$ cat config.mk
export PLATFORM = sky130hd
export DESIGN_NAME = pcpi_div_arbiter
export DESIGN_NICKNAME = d
export VERILOG_FILES = /design/src/rtl/pcpi_div_arbiter.sv
export SDC_FILE = /design/constraint.sdc
export NUM_CORES = 1
export LEC_CHECK = 0
export BUFFER_PORTS_ARGS = -buffer_cell sky130_fd_sc_hd__buf_2
export CORE_AREA = 2 2 155 157
export DETAILED_ROUTE_END_ITERATION = 16
export DIE_AREA = 0 0 157 159
export PLACE_DENSITY = 0.56
export SETUP_SLACK_MARGIN = 0.15
export SYNTH_ARGS = -nofsm -noshare
export SYNTH_HDL_FRONTEND = slang
export SYNTH_SLANG_ARGS = --single-unit
$ cat constraint.sdc
create_clock -name clk -period 3 [get_ports clk]
set_clock_uncertainty 0.05 [all_clocks]
set_input_delay 0.6 -clock clk [delete_from_list [all_inputs] [get_ports clk]]
set_output_delay 0.6 -clock clk [all_outputs]
set_load 0.005 [all_outputs]
$ cat src/rtl/pcpi_div_arbiter.sv
// pcpi_div_arbiter: round-robin share of one PCPI divider between two requesters (PCPI_DIV_ARB_WDOG_EN adds an issue watchdog)
module pcpi_div_arbiter #(
  parameter int TIMEOUT = 63
) (
  input  logic        clk,
  input  logic        resetn,
  input  logic        req0_valid,
  input  logic [31:0] req0_insn,
  input  logic [31:0] req0_rs1,
  input  logic [31:0] req0_rs2,
  output logic        req0_wr,
  output logic [31:0] req0_rd,
  output logic        req0_wait,
  output logic        req0_ready,
  input  logic        req1_valid,
  input  logic [31:0] req1_insn,
  input  logic [31:0] req1_rs1,
  input  logic [31:0] req1_rs2,
  output logic        req1_wr,
  output logic [31:0] req1_rd,
  output logic        req1_wait,
  output logic        req1_ready,
  output logic        div_valid,
  output logic [31:0] div_insn,
  output logic [31:0] div_rs1,
  output logic [31:0] div_rs2,
  input  logic        div_wr,
  input  logic [31:0] div_rd,
  input  logic        div_wait,
  input  logic        div_ready,
  output logic        wdog_err
);
  typedef enum logic [1:0] {IDLE, ISSUE, RESP} state_t;
  state_t state_q, state_d;
  logic owner_q, owner_d, last_q, last_d, wr_q, wr_d, gnt, wdog_hit;
  logic [1:0] armed_q, armed_d, wait_q, wait_d, valid, is_div, pend, resp;
  logic [31:0] insn_q, insn_d, rs1_q, rs1_d, rs2_q, rs2_d, rd_q, rd_d;
  assign valid = {req1_valid, req0_valid};
  assign is_div = {req1_valid && req1_insn[6:0] == 7'h33 && req1_insn[31:25] == 7'h01 && req1_insn[14],
                   req0_valid && req0_insn[6:0] == 7'h33 && req0_insn[31:25] == 7'h01 && req0_insn[14]};
  assign pend = is_div & armed_q;
  assign resp = {state_q == RESP && owner_q, state_q == RESP && !owner_q};
  assign gnt = &pend ? ~last_q : pend[1];
  assign armed_d = ~valid | (armed_q & ~resp);
  assign wait_d = pend & ~resp;
`ifdef PCPI_DIV_ARB_WDOG_EN
  logic [31:0] cnt_q;
  logic wdog_q;
  assign wdog_hit = state_q == ISSUE && !div_ready && cnt_q == 32'(TIMEOUT - 1);
  assign wdog_err = wdog_q;
  // Cycles spent in the current issue, and the sticky timeout flag
  always_ff @(posedge clk) begin
    if (!resetn) begin
      cnt_q <= '0;
      wdog_q <= 1'b0;
    end else begin
      cnt_q <= state_q == ISSUE ? cnt_q + 32'd1 : '0;
      wdog_q <= wdog_q | wdog_hit;
    end
  end
`else
  logic unused_timeout;
  assign unused_timeout = ^TIMEOUT;
  assign wdog_hit = 1'b0;
  assign wdog_err = 1'b0;
`endif
  // Grant, hold the divider request, then return its result to the owner for one cycle
  always_comb begin
    state_d = state_q;
    owner_d = owner_q;
    last_d = last_q;
    insn_d = insn_q;
    rs1_d = rs1_q;
    rs2_d = rs2_q;
    wr_d = wr_q;
    rd_d = rd_q;
    case (state_q)
      IDLE: if (|pend && !div_wait) begin
        state_d = ISSUE;
        owner_d = gnt;
        last_d = gnt;
        insn_d = gnt ? req1_insn : req0_insn;
        rs1_d = gnt ? req1_rs1 : req0_rs1;
        rs2_d = gnt ? req1_rs2 : req0_rs2;
      end
      ISSUE: if (div_ready || wdog_hit) begin
        state_d = RESP;
        wr_d = div_ready & div_wr;
        rd_d = div_ready ? div_rd : '0;
      end
      RESP: state_d = IDLE;
      default: state_d = IDLE;
    endcase
  end
  // State, latched operands, arm flags and registered wait
  always_ff @(posedge clk) begin
    if (!resetn) begin
      state_q <= IDLE;
      owner_q <= 1'b0;
      last_q <= 1'b1;
      armed_q <= 2'b11;
      wait_q <= 2'b00;
      insn_q <= '0;
      rs1_q <= '0;
      rs2_q <= '0;
      wr_q <= 1'b0;
      rd_q <= '0;
    end else begin
      state_q <= state_d;
      owner_q <= owner_d;
      last_q <= last_d;
      armed_q <= armed_d;
      wait_q <= wait_d;
      insn_q <= insn_d;
      rs1_q <= rs1_d;
      rs2_q <= rs2_d;
      wr_q <= wr_d;
      rd_q <= rd_d;
    end
  end
  assign div_valid = state_q == ISSUE;
  assign div_insn = insn_q;
  assign div_rs1 = rs1_q;
  assign div_rs2 = rs2_q;
  assign req0_ready = resp[0];
  assign req0_wr = resp[0] & wr_q;
  assign req0_rd = resp[0] ? rd_q : '0;
  assign req0_wait = wait_q[0];
  assign req1_ready = resp[1];
  assign req1_wr = resp[1] & wr_q;
  assign req1_rd = resp[1] ? rd_q : '0;
  assign req1_wait = wait_q[1];
endmodule

==> impl_metrics.yaml, run 1 <==
status:
  status: "finished, final reports clean"
setup_path:
  crit_path_end_kind: "register"
  reg2reg_from: "armed_q[0]"
  regToRegSetupSlack_ns: 0.87
  worstPathRequired_ns: 3.23
  crit_arrival_ns: 2.58
  critPathLaunchType: "input port"
  crit_fanout: 29
  crit_start: "req0_insn[2]"
  worst-setup-path-type: "in -> reg"
  reg2reg_depth: 7
  r2r-end: "div_rs1[4]"
  crit_path_end: "div_rs1[4]"
clock_tree:
  worstSkewPairLatency_ns: 0.41
  htreeDepth: 4
  hold_buffers: 0
  cts_tree: "done"
  numCtsBuffers: 17
  clk_pin_slew_ns: 0.06
  cts_resized: 0
  postCtsSetupBuffers: 0
  cts_sinks: 137
  root_buffer: "clkbuf_16"
  cts_buffer_depth: 2
floorplan:
  die_w_um: 157
  core_area_mm2: 0.0232
  die_area_mm2: 0.0250
  start_util_pct: 26.2
  num_io_pins: 399
  die_h_um: 159
  rows: 56
drt:
  first_iter_violations: 201
  wl_per_cell_um: 15.4
  remaining_drc_errors: 0
  first_pass_iters: 4
  vias: 6102
  antenna_left: 0
  routed_via_density: 4.44
  drt-total-wl_um: 21100
synth:
  synth_top_cells_by_count: "dfxtp_1 (137), a21oi_1 (82), o21ai_0 (82)"
  synth_most_common_cell: "dfxtp_1"
  yosys_warnings: 0
  synth_top_area_share_pct: 45.1
  netlist_area_mm2: 0.00608
  syn_avg_cell_area_um2: 9.21
  async_flop_share_pct: 0
  syn_nets: 892
  synth-seq-cells: 137
  ys.flop_type: "dfxtp_1"
  yosys.area.top_type: "dfxtp_1"
  synth_seq_area_share_pct: 45.1
  synth_edf_count: 0
  yosys-top-cells-area: "dfxtp_1 (45%), mux2i_1 (13%), and2_1 (6.9%)"
  synthDistinctLibCells: 37
  netlist_instances: 661
global_route:
  track_usage_pct: 16.4
  grt_max_degree: 66
  antenna_found_initial: 3
  grt_pass1_vias: 5955
  overflow: 0
  grt_pass1_wl_um: 32100
pwr:
  clock_power_share_pct: 49.6
  comb_power_share_pct: 5.8
  p_per_area_mw_per_mm2: 455
  intPower_w: 0.00314
  power.leakage_nw: 4.90
  p_switching_w: 0.000943
  p_sw_share_pct: 23.1
  seqPwrFrac_pct: 44.6
  ir_drop_mv: 0.289
finish:
  syn2layout_area_growth_pct: 47.4
  fill_cells: 2426
  layout.cells.non_filler: 1373
  drive_above_1_share_pct: 43.2
  layout.nets: 1271
timing:
  hold_violations: 0
  fin_crit_ns: 2.36
  grt_setup_unrepaired: "no"
  fin_setup_tns_ns: 0
  fin_crit_sh_pct: 78.5
  drv_slew: 0
  setup_slack_ns: 0.644
  worstMarginPinSlew_ns: 0.510
  setup_viol: 0
  relSlewSlack_pct: 65.5
  fmax_ghz: 0.425
hold_path:
  worstHoldPathType: "in -> reg"
  min_path_cells: 2
place:
  hpwl_um: 15700
  gp_congestion: 0.769
  preCtsSetupSlack_ns: 0.247
  portBuffers: 397
  place_inst: 1340
flow_run:
  cap_violations: 0
[power groups by stage]
| stage | Sequential, W | Combinational, W | Clock (W) |
|---|---|---|---|
| 6_report | 0.00182 | 0.000238 | 0.00202 |
| 5_1_grt | 0.00182 | 0.000264 | 0.00217 |
| 4_1_cts | 0.00182 | 0.000241 | 0.00210 |
| 3_5_place_dp | 0.00186 | 0.000240 | 0 |
| 3_3_place_gp | 0.00186 | 0.000239 | 0 |
| 2_1_floorplan | 0.00186 | 0.0000685 | 0 |
[cell families (layout without fill, tap and decap cells)]
family                 Yosys count  count (layout)  share of synthesized area [%]
AO/OA/AOI/OAI                  211             211                           19.5
multiplexers                    81              81                           13.3
AND/OR/NAND/NOR                170             170                           15.8
flip-flops                     137             137                           45.1
other                            1               2                         0.0616
buffers and inverters           61             453                           6.17
[layer usage]
| metal | wire length (um) | vias to the layer above | global-route usage (%) | share of wire (%) |
|---|---|---|---|---|
| met5 | 27 | - | 0 | 0.13 |
| met4 | 377 | 4 | 5.55 | 1.8 |
| met3 | 1790 | 26 | 5.77 | 8.5 |
| met2 | 10100 | 270 | 28.2 | 48 |
| met1 | 8770 | 2750 | 18.7 | 42 |
| li1 | - | 3052 | - | - |
[critical path, cell delays in order]
cell and delay (ns):
buf_2 0.09, nand4b_1 0.27, or3_1 0.43, o311ai_4 0.34, buf_12 0.29, buf_4 0.25, mux2i_1 0.20, a21oi_1 0.09
[stage by stage]
| stage | total power, W | area, um2 | hold slack (ns) | utilization [%] |
|---|---|---|---|---|
| after CTS | 0.00416 | 8970 | 0.319 | 38.7 |
| after global placement | 0.00210 | 8400 | 0.393 | 36.2 |
| after global routing | 0.00426 | 8970 | 0.320 | 38.7 |
| final | 0.00408 | 8970 | 0.351 | 38.7 |
| after floorplan | 0.00193 | 6080 | 0.397 | - |
| after detailed placement | 0.00210 | 8400 | 0.398 | 36.2 |
[worst min path at each step]
| stage | end | from |
|---|---|---|
| 6_report | armed_q[1] | req1_valid |
| 3_3_place_gp | div_insn[4] | div_insn[4] |
| 3_5_place_dp | div_insn[1] | div_insn[1] |
| 4_1_cts | armed_q[1] | req1_valid |
| 5_1_grt | armed_q[1] | req1_valid |
| 2_1_floorplan | rd_q[0] | rd_q[0] |
[sequential cells by signal (all words and copies together), names as in the netlist]
signal    flops
div_insn     32
div_rs1      32
div_rs2      32
rd_q         32
armed_q       2
state_q       2
wait_q        2
last_q        1
owner_q       1
wr_q          1
[cell type report]
type	count	area, um2	share of cell area [%]
Multi-Input combinational cell	463	2990	33.3
Sequential cell	137	2740	30.6
Timing Repair Buffer	418	2260	25.2
Clock buffer	20	447	4.98
Tap cell	319	399	4.45
Clock inverter	12	116	1.30
Inverter	3	11.3	0.126
Antenna cell	1	2.50	0.0279
[cells in the final DEF (no fill, tap or decap), types with 4 or more instances in the layout]
cell type and instances:
a21boi_0 33, a21oi_1 82, and2_1 67, and3b_1 10, buf_12 9, buf_2 396, buf_4 13, clkbuf_16 17
clkinvlp_4 5, dfxtp_1 137, inv_6 4, mux2i_1 81, nand2_1 67, nor3b_1 4, o21a_1 7, o21ai_0 82
(Power assumes the default switching activity.)
==> run 2: changes to the inputs <==
--- a/config.mk
+++ b/config.mk
@@ -9,7 +9,7 @@
 export CORE_AREA = 2 2 155 157
 export DETAILED_ROUTE_END_ITERATION = 16
 export DIE_AREA = 0 0 157 159
-export PLACE_DENSITY = 0.56
+export PLACE_DENSITY = 0.58
 export SETUP_SLACK_MARGIN = 0.15
 export SYNTH_ARGS = -nofsm -noshare
 export SYNTH_HDL_FRONTEND = slang
==> constraint.sdc (replaced) <==
create_clock -name clk -period 1.9 [get_ports clk]
set_clock_uncertainty 0.05 [all_clocks]
set_input_delay 0.38 -clock clk [delete_from_list [all_inputs] [get_ports clk]]
set_output_delay 0.38 -clock clk [all_outputs]
set_load 0.005 [all_outputs]
==> run 2 against run 1 <==
Design area rose by 19%. Critical path type is now reg -> out. Sequential cell count did not move. First-iteration DRC count rose by 35%. Cell count rose by 5.2%. Sequential power rose by 58%. Worst setup slack got worse by 0.82 ns. Routed wire length rose by 28%. The flow now finishes with violations (setup timing). Combinational power rose by 76%. Sequential share of layout area fell by 4.9 points. Critical endpoint is now req1_rd[9].
==> impl_metrics.yaml, run 2 (synthesis gave the netlist of run 1 again) <==
drt:
  first_iter_violations: 271
  drt-total-wl_um: 27000
  antenna_left: 0
  wl_per_cell_um: 18.7
  routed_via_density: 4.57
  vias: 6599
  first_pass_iters: 4
  remaining_drc_errors: 0
global_route:
  antenna_found_initial: 4
  grt_max_degree: 57
  grt_pass1_wl_um: 37800
  track_usage_pct: 20.1
  overflow: 0
  grt_pass1_vias: 6473
finish:
  mostFrequentLayoutCells: "buf_2 (360), dfxtp_1 (134), a21oi_1 (82), o21ai_0 (74), mux2i_1 (73)"
  syn2layout_area_growth_pct: 75.5
  seq_area_mm2: 0.00275
  layout.nets: 1342
  layout.cells.non_filler: 1444
  drive_above_1_share_pct: 52.0
  fill_cells: 2210
  multi_input_area_mm2: 0.00320
  final_common_cell: "buf_2"
status:
  violations: "setup timing"
  status: "finished, violations left"
timing:
  fin_crit_ns: 2.08
  setup_viol: 135
  worstMarginPinSlew_ns: 0.640
  setup_slack_ns: -0.180
  hold_violations: 0
  fin_setup_tns_ns: -14.02
  drv_slew: 0
  fmax_ghz: 0.481
  grt_setup_unrepaired: "yes"
  fin_crit_sh_pct: 109
  relSlewSlack_pct: 56.8
clock_tree:
  cts_sinks: 137
  numCtsBuffers: 17
  cts_buffer_depth: 2
  worstSkewPairLatency_ns: 0.41
  hold_buffers: 0
  clk_pin_slew_ns: 0.06
  htreeDepth: 4
  root_buffer: "clkbuf_16"
  cts_tree: "done"
place:
  gp_congestion: 0.785
  hpwl_um: 15900
  portBuffers: 397
  place_inst: 1349
floorplan:
  num_io_pins: 399
  rows: 56
  die_h_um: 159
  core_area_mm2: 0.0232
  die_area_mm2: 0.0250
  die_w_um: 157
  start_util_pct: 26.2
hold_path:
  min_from: "req1_valid"
  hold_end: "armed_q[1]"
  min_path_cells: 2
  worstHoldPathType: "in -> reg"
setup_path:
  path_cells: "buf_6, and3b_2, buf_12, buf_16, and2_4, buf_6"
  r2r-end: "div_insn[17]"
  critical_path_buf_inv_count: 4
  worst-setup-path-type: "reg -> out"
  crit_fanout: 5
  crit_path_frequent_cell: "buf_6"
  crit_arrival_ns: 1.65
  worstPathRequired_ns: 1.47
  slowest_stage: "dfxtp_2"
  critPathMaxStageDelay_ns: 0.33
  critPathLaunchType: "register"
  reg2reg_from: "armed_q[0]"
  crit_path_end_kind: "output port"
  cp.depth: 6
  reg2reg_depth: 9
  regToRegSetupSlack_ns: -0.13
  path_delay_family: "buffers and inverters"
pwr:
  finalPower_w: 0.00639
  power.leakage_nw: 5.53
  ir_drop_mv: 0.484
  p_per_area_mw_per_mm2: 599
flow_run:
  cap_violations: 0
-- run 2: final cells by class --
type	instances	share of cell area [%]
Clock buffer	19	4.15
Sequential cell	137	25.7
Clock inverter	12	0.879
Inverter	3	0.105
Multi-Input combinational cell	463	30.0
Antenna cell	2	0.0469
Tap cell	319	3.74
Timing Repair Buffer	489	35.3
-- run 2: worst max path at each step --
stage                        from      endpoint  slack, ns
CTS                    state_q[0]   req1_rd[12]      -0.19
detailed placement   req0_insn[2]    div_rs1[6]      -0.48
global placement    req0_insn[27]  div_insn[21]      -0.46
global route           state_q[1]    req0_rd[4]      -0.25
finish                 state_q[0]    req1_rd[9]      -0.18
floorplan            req0_insn[2]  div_insn[10]      -0.05
-- run 2: through the flow --
stage | area (um2) | worst slack, ns | hold slack (ns) | util (%)
2_1_floorplan | 6100 | -0.0502 | 0.397 | -
3_3_place_gp | 8510 | -0.462 | 0.393 | 36.7
3_5_place_dp | 8510 | -0.477 | 0.398 | 36.7
4_1_cts | 10100 | -0.190 | 0.117 | 43.7
5_1_grt | 10700 | -0.247 | 0.127 | 46.0
6_report | 10700 | -0.180 | 0.140 | 46.0
-- run 2: timing repair --
action / CTS / global route
cloned: 21 / 6
buffers inserted: 26 / 9
pin swaps: 44 / 42
gates resized for setup: 69 / 76
endpoints found under the setup margin: 152 / 167
-- run 2: where the power goes --
part	total (W)	internal [W]	switching (W)	leakage [nW]
registers	0.00287	0.00287	0.0000000305	1.10
clock network	0.00310	0.00171	0.00139	0.245
logic	0.000419	0.000250	0.000169	4.18
total	0.00639	0.00483	0.00156	5.53
-- run 2: routing by layer --
layer	up-vias	global-route usage, %	routed length (um)
li1	3214	-	-
met1	3082	23.1	10700
met2	279	36.3	14000
met3	22	5.58	1870
met4	2	4.96	322
met5	-	0	8
